File: config.mk
export PLATFORM = sky130hd
export DESIGN_NAME = uart_tx_cfg
export DESIGN_NICKNAME = d
export VERILOG_FILES = /design/src/rtl/uart_tx_cfg.sv
export SDC_FILE = /design/constraint.sdc
export NUM_CORES = 1
export LEC_CHECK = 0
export ABC_AREA = 1
export CAP_MARGIN = 40
export CORE_ASPECT_RATIO = 0.75
export CORE_MARGIN = 3
export CORE_UTILIZATION = 60
export CTS_BUF_LIST = sky130_fd_sc_hd__clkbuf_8
export DETAILED_ROUTE_END_ITERATION = 8
export PLACE_DENSITY = 0.8
export SETUP_SLACK_MARGIN = 0.2
export SYNTH_ARGS = -nofsm -noshare
export SYNTH_HDL_FRONTEND = slang
export SYNTH_SLANG_ARGS = --single-unit
File: constraint.sdc
create_clock -name clk -period 6.07 [get_ports clk]
set_input_delay 1.214 -clock clk [delete_from_list [all_inputs] [get_ports clk]]
set_output_delay 1.214 -clock clk [all_outputs]
set_load 0.01 [all_outputs]
File: src/rtl/uart_tx_cfg.sv
// Buffered UART transmitter with configurable data width, parity and stop bits.
// A small write FIFO feeds a start/data/parity/stop FSM; queued frames go out back-to-back.
module uart_tx_cfg #(
  parameter int CLK_FREQ   = 50_000_000,
  parameter int BAUD_RATE  = 115200,
  parameter int DATA_BITS  = 8,
  parameter int PARITY     = 0,
  parameter int STOP_BITS  = 1,
  parameter int FIFO_DEPTH = 4
) (
  input  logic                          clk,
  input  logic                          rst_,
  input  logic                          tx_start,
  input  logic [DATA_BITS-1:0]          tx_data,
  output logic                          tx_full,
  output logic [$clog2(FIFO_DEPTH):0]   fifo_count,
  output logic                          tx_serial,
  output logic                          tx_busy,
  output logic                          tx_done
);

  localparam int CLKS_PER_BIT = CLK_FREQ / BAUD_RATE;
  localparam int BAUD_W       = $clog2(CLKS_PER_BIT);
  localparam int PTR_W        = $clog2(FIFO_DEPTH);
  localparam int CNT_W        = PTR_W + 1;

  localparam logic [BAUD_W-1:0] BAUD_LAST = BAUD_W'(CLKS_PER_BIT - 1);
  localparam logic [3:0]        DATA_LAST = 4'(DATA_BITS - 1);
  localparam logic [3:0]        STOP_LAST = 4'(STOP_BITS - 1);
  localparam logic              ODD_PAR   = (PARITY == 2);

  typedef enum logic [2:0] {
    S_IDLE,
    S_START,
    S_DATA,
    S_PARITY,
    S_STOP
  } state_e;

  // ---------------------------------------------------------------- FIFO
  logic [DATA_BITS-1:0] mem_q [FIFO_DEPTH];
  logic [PTR_W-1:0]     wr_ptr_q, wr_ptr_d;
  logic [PTR_W-1:0]     rd_ptr_q, rd_ptr_d;
  logic [CNT_W-1:0]     count_q, count_d;
  logic                 push, pop, empty;
  logic [DATA_BITS-1:0] head;

  assign tx_full    = (count_q == CNT_W'(FIFO_DEPTH));
  assign empty      = (count_q == '0);
  assign push       = tx_start && !tx_full;
  assign head       = mem_q[rd_ptr_q];
  assign fifo_count = count_q;

  always_comb begin
    wr_ptr_d = wr_ptr_q;
    rd_ptr_d = rd_ptr_q;
    count_d  = count_q;
    if (push) wr_ptr_d = wr_ptr_q + PTR_W'(1);
    if (pop)  rd_ptr_d = rd_ptr_q + PTR_W'(1);
    if (push && !pop)      count_d = count_q + CNT_W'(1);
    else if (!push && pop) count_d = count_q - CNT_W'(1);
  end

  // NOTE: the storage array has no reset; the pointers and count define which entries are valid.
  always_ff @(posedge clk) begin
    if (push) mem_q[wr_ptr_q] <= tx_data;
  end

  // ----------------------------------------------------------------- FSM
  state_e               state_q, state_d;
  logic [BAUD_W-1:0]    baud_q, baud_d;
  logic [3:0]           bit_idx_q, bit_idx_d;
  logic [DATA_BITS-1:0] shift_q, shift_d;
  logic                 par_q, par_d;
  logic                 tx_serial_q, tx_serial_d;
  logic                 bit_end;

  assign bit_end = (baud_q == BAUD_LAST);

  // NOTE: combinational blocks use blocking '=' with every output defaulted first,
  // so no latch is inferred; only the always_ff blocks use '<='.
  always_comb begin
    state_d   = state_q;
    baud_d    = bit_end ? '0 : baud_q + BAUD_W'(1);
    bit_idx_d = bit_idx_q;
    shift_d   = shift_q;
    par_d     = par_q;
    pop       = 1'b0;
    tx_done   = 1'b0;

    unique case (state_q)
      S_IDLE: begin
        baud_d = '0;
        if (!empty) begin
          pop     = 1'b1;
          shift_d = head;
          par_d   = (^head) ^ ODD_PAR;
          state_d = S_START;
        end
      end
      S_START: begin
        if (bit_end) begin
          bit_idx_d = '0;
          state_d   = S_DATA;
        end
      end
      S_DATA: begin
        if (bit_end) begin
          shift_d = shift_q >> 1;
          if (bit_idx_q == DATA_LAST) begin
            bit_idx_d = '0;
            state_d   = (PARITY != 0) ? S_PARITY : S_STOP;
          end else begin
            bit_idx_d = bit_idx_q + 4'd1;
          end
        end
      end
      S_PARITY: begin
        if (bit_end) begin
          bit_idx_d = '0;
          state_d   = S_STOP;
        end
      end
      S_STOP: begin
        if (bit_end) begin
          if (bit_idx_q == STOP_LAST) begin
            tx_done   = 1'b1;
            bit_idx_d = '0;
            // A waiting word starts its frame on this edge, so frames abut.
            if (!empty) begin
              pop     = 1'b1;
              shift_d = head;
              par_d   = (^head) ^ ODD_PAR;
              state_d = S_START;
            end else begin
              state_d = S_IDLE;
            end
          end else begin
            bit_idx_d = bit_idx_q + 4'd1;
          end
        end
      end
      default: state_d = S_IDLE;
    endcase

    // Line level follows the next state so the registered output lines up with the state.
    unique case (state_d)
      S_START:  tx_serial_d = 1'b0;
      S_DATA:   tx_serial_d = shift_d[0];
      S_PARITY: tx_serial_d = par_d;
      default:  tx_serial_d = 1'b1;
    endcase
  end

  always_ff @(posedge clk or posedge rst_) begin
    if (rst_) begin
      state_q     <= S_IDLE;
      baud_q      <= '0;
      bit_idx_q   <= '0;
      shift_q     <= '0;
      par_q       <= 1'b0;
      tx_serial_q <= 1'b1;
      wr_ptr_q    <= '0;
      rd_ptr_q    <= '0;
      count_q     <= '0;
    end else begin
      state_q     <= state_d;
      baud_q      <= baud_d;
      bit_idx_q   <= bit_idx_d;
      shift_q     <= shift_d;
      par_q       <= par_d;
      tx_serial_q <= tx_serial_d;
      wr_ptr_q    <= wr_ptr_d;
      rd_ptr_q    <= rd_ptr_d;
      count_q     <= count_d;
    end
  end

  assign tx_serial = tx_serial_q;
  assign tx_busy   = (state_q != S_IDLE) || !empty;

endmodule

==> metrics.txt <==
status=finished, final reports clean; # Post-CTS Setup Buffers=0; # resized after CTS=0; initial antenna violation count=0; max_slew headroom=45.0%; launching point of the worst reg2reg path=baud_q[1]; clock sinks=65; internal power=820 µW; Max Cap Viol=0; worst min path class=reg -> reg; CP max FO=8; critical-path cell list=inv_1, ha_1, nand3_2, nor3_4, nand2_4, nor2_1, clkdlybuf4s50_1; GRT Util Overall=21.2%; critical path type=reg -> out; Iteration-0 DRC Markers=163; CTS buffer count=9; Final ANT Viol Nets=0; largest area contributor in the netlist=edfxtp_1; Ys Warns=0; final core occ=73.2%; number of setup violations in the final report=0; ant diodes=0; power share of the clock group=31.0%; drt wl/cell=12.9 µm; CTS tree=built; routed wire length=6.21 mm; worst path required time=4.86 ns; number of global-route vias before repair=2,448; Net Sw Frac=28.8%; Longest Clk Path Bufs=2; Reg clk slew, reported paths=0.06 ns; fmax=0.299 GHz; Synth top cells by count=140 x nand2_1, 39 x inv_1, 32 x dfrtp_1, 32 x edfxtp_1, 29 x nand3_1; Placed Cells incl. Taps=466; number of enable flip-flop cells after synthesis=32; Final Hold Fails=0; Design Area, Final=3770 µm²; total congestion overflow=0; Top Ports=18; Chip Height=70.7 µm; VDD IR max=0.290 mV; Post-synth ARST share=50.8%; Die ar.=6530 µm²; Synth cell types=35; CP startpoint=baud_q[1]; post-synthesis cell count=382; drt drc=0; Seq pwr share=48.3%; starting density of the core=65.1%; Syn Area/Cell=8.77 µm²; Pwr Density=305 nW/µm²; count leader, synth=nand2_1; root buffer cell=clkbuf_8; IO buf count=17; Leakage=0.00174 µW; period utilization=55.2%; ranking of synthesized cells by area=edfxtp_1 29%, dfrtp_1 24%, nand2_1 16%; RePlAce Congestion=0.856; cts hold-fix bufs=0; hold_ws=0.491 ns; pin slew with the least headroom to its limit=0.822 ns; min-delay src=baud_q[0]; DPL Wire Length=4.45 mm; Critical Path Sink Type=primary output; nets=426; switching power=331 µW; largest net degree at the start of global routing=34; top-area cell type share of the netlist area=28.7%; Die Wd=92.3 µm; Layout Skew=0.0116 ns; combinational share of power=20.6%; dominant register cell in the synthesized netlist=edfxtp_1; Crit path max-delay family=simple AND/OR/NAND/NOR gates; first-pass GRT wire length=10.8 mm; DP Area=3570 µm²; Min Clock Period, post-route=3.35 ns; layout cells sized above 1=10.0%; RSZ-0062 raised after global routing=no; mapped cell area=3350 µm²; Crit-path slowest cell=clkdlybuf4s50_1; max-slew violation count=0; DR vias=2,553; area grow syn2layout=12.5%; Crit path arrival time=2.14 ns; biggest cell delay along the critical path=0.54 ns; row count=22; flops & latches, synth=65; critical path startpoint category=register; vias per cell=5.30; Crit path buffers/inverters=2; Mapped Nets=403; Final Instance Count excl. Fillers=482; register area share after synthesis=53.3%; Core Area=5150 µm²; setup_tns=0 ns; drt pass-1 iters=5; Clk Latency, worst-skew pair=0.34 ns; H-tree levels=3
-- placed cells by master, fill, tap and decap left out, drive strengths merged, types with 2 or more instances in the layout --
master / instances
clkinv: 3
buf: 2
nor3: 5
xor2: 6
nand3: 31
xnor2: 2
edfxtp: 32
clkbuf: 10
nand2: 146
ha: 9
inv: 47
nor2: 31
a22oi: 5
dfrtp: 32
a21oi: 10
o21ai: 11
clkdlybuf4s50: 17
-- final timing paths --
path | depth (start not counted) | slack (ns) | to
max | 7 | 2.72 | tx_done
min | 1 | 0.49 | baud_q[0]
max reg2reg | 13 | 3.34 | fifo_count[1]
min reg2reg | 1 | 0.49 | baud_q[0]
max in group asynchronous | 3 | 4.49 | tx_serial
min in group asynchronous | 3 | 1.24 | bit_idx_q[0]
-- cell type report --
| cell class | instances | area (µm²) |
|---|---|---|
| fillers | 378 | 1380 |
| inverters | 45 | 169 |
| well taps | 72 | 90.1 |
| clock buffers | 10 | 138 |
| clock inverters | 6 | 57.6 |
| multi-input cells | 265 | 1340 |
| repair buffers | 19 | 185 |
| flip-flops and latches | 65 | 1790 |
-- registers in the layout, indices dropped and copies added (netlist names) --
| signal | count |
|---|---|
| mem_q | 32 |
| baud_q | 9 |
| state_q | 3 |
| wr_ptr_q | 2 |
| bit_idx_q | 4 |
| fifo_count | 3 |
| tx_serial | 1 |
| rd_ptr_q | 2 |
| shift_q | 8 |
| par_q | 1 |
-- metal layers --
metal	global-route usage, %	part of all wire (%)
met4	9.88	2.0
met5	0	0
met2	31.9	45
met1	28.7	47
met3	5.95	6.2
-- worst reg2reg max path, stage by stage, from the launching register on --
cell and delay, ns:
dfrtp_1 0.40, inv_1 0.06, ha_1 0.15, nand3_2 0.09
nor3_4 0.34, nand2_4 0.11, nand2_4 0.10, nand2_4 0.06
nor2_4 0.24, inv_2 0.10, ha_1 0.19, inv_1 0.10
fa_1 0.41, mux2_2 0.26
-- power groups by stage --
stage / clock network, µW / logic, µW / registers (µW)
after floorplan: 0 / 152 / 563
after detailed placement: 0 / 237 / 564
final: 357 / 237 / 556
after global routing: 381 / 271 / 563
after global placement: 0 / 225 / 562
after CTS: 366 / 240 / 556
-- per-stage QoR --
| stage | setup WS (ns) | total power, µW |
|---|---|---|
| final | 2.72 | 1150 |
| after detailed placement | 2.93 | 802 |
| after floorplan | 3.49 | 715 |
| after global placement | 3.03 | 787 |
| after CTS | 2.70 | 1160 |
| after global routing | 2.58 | 1210 |
-- logic make-up after synthesis --
group	Yosys count	synth area share, %
and+or+nand+nor	216	28.1
DFF	65	53.3
buffers and inverters	52	6.61
AOI/OAI and AO/OA	30	5.60
adders and majority gates	10	3.96
xor gates and xnor gates	8	2.09
muxes	1	0.336
No activity file was read; power rests on OpenSTA's default activity.
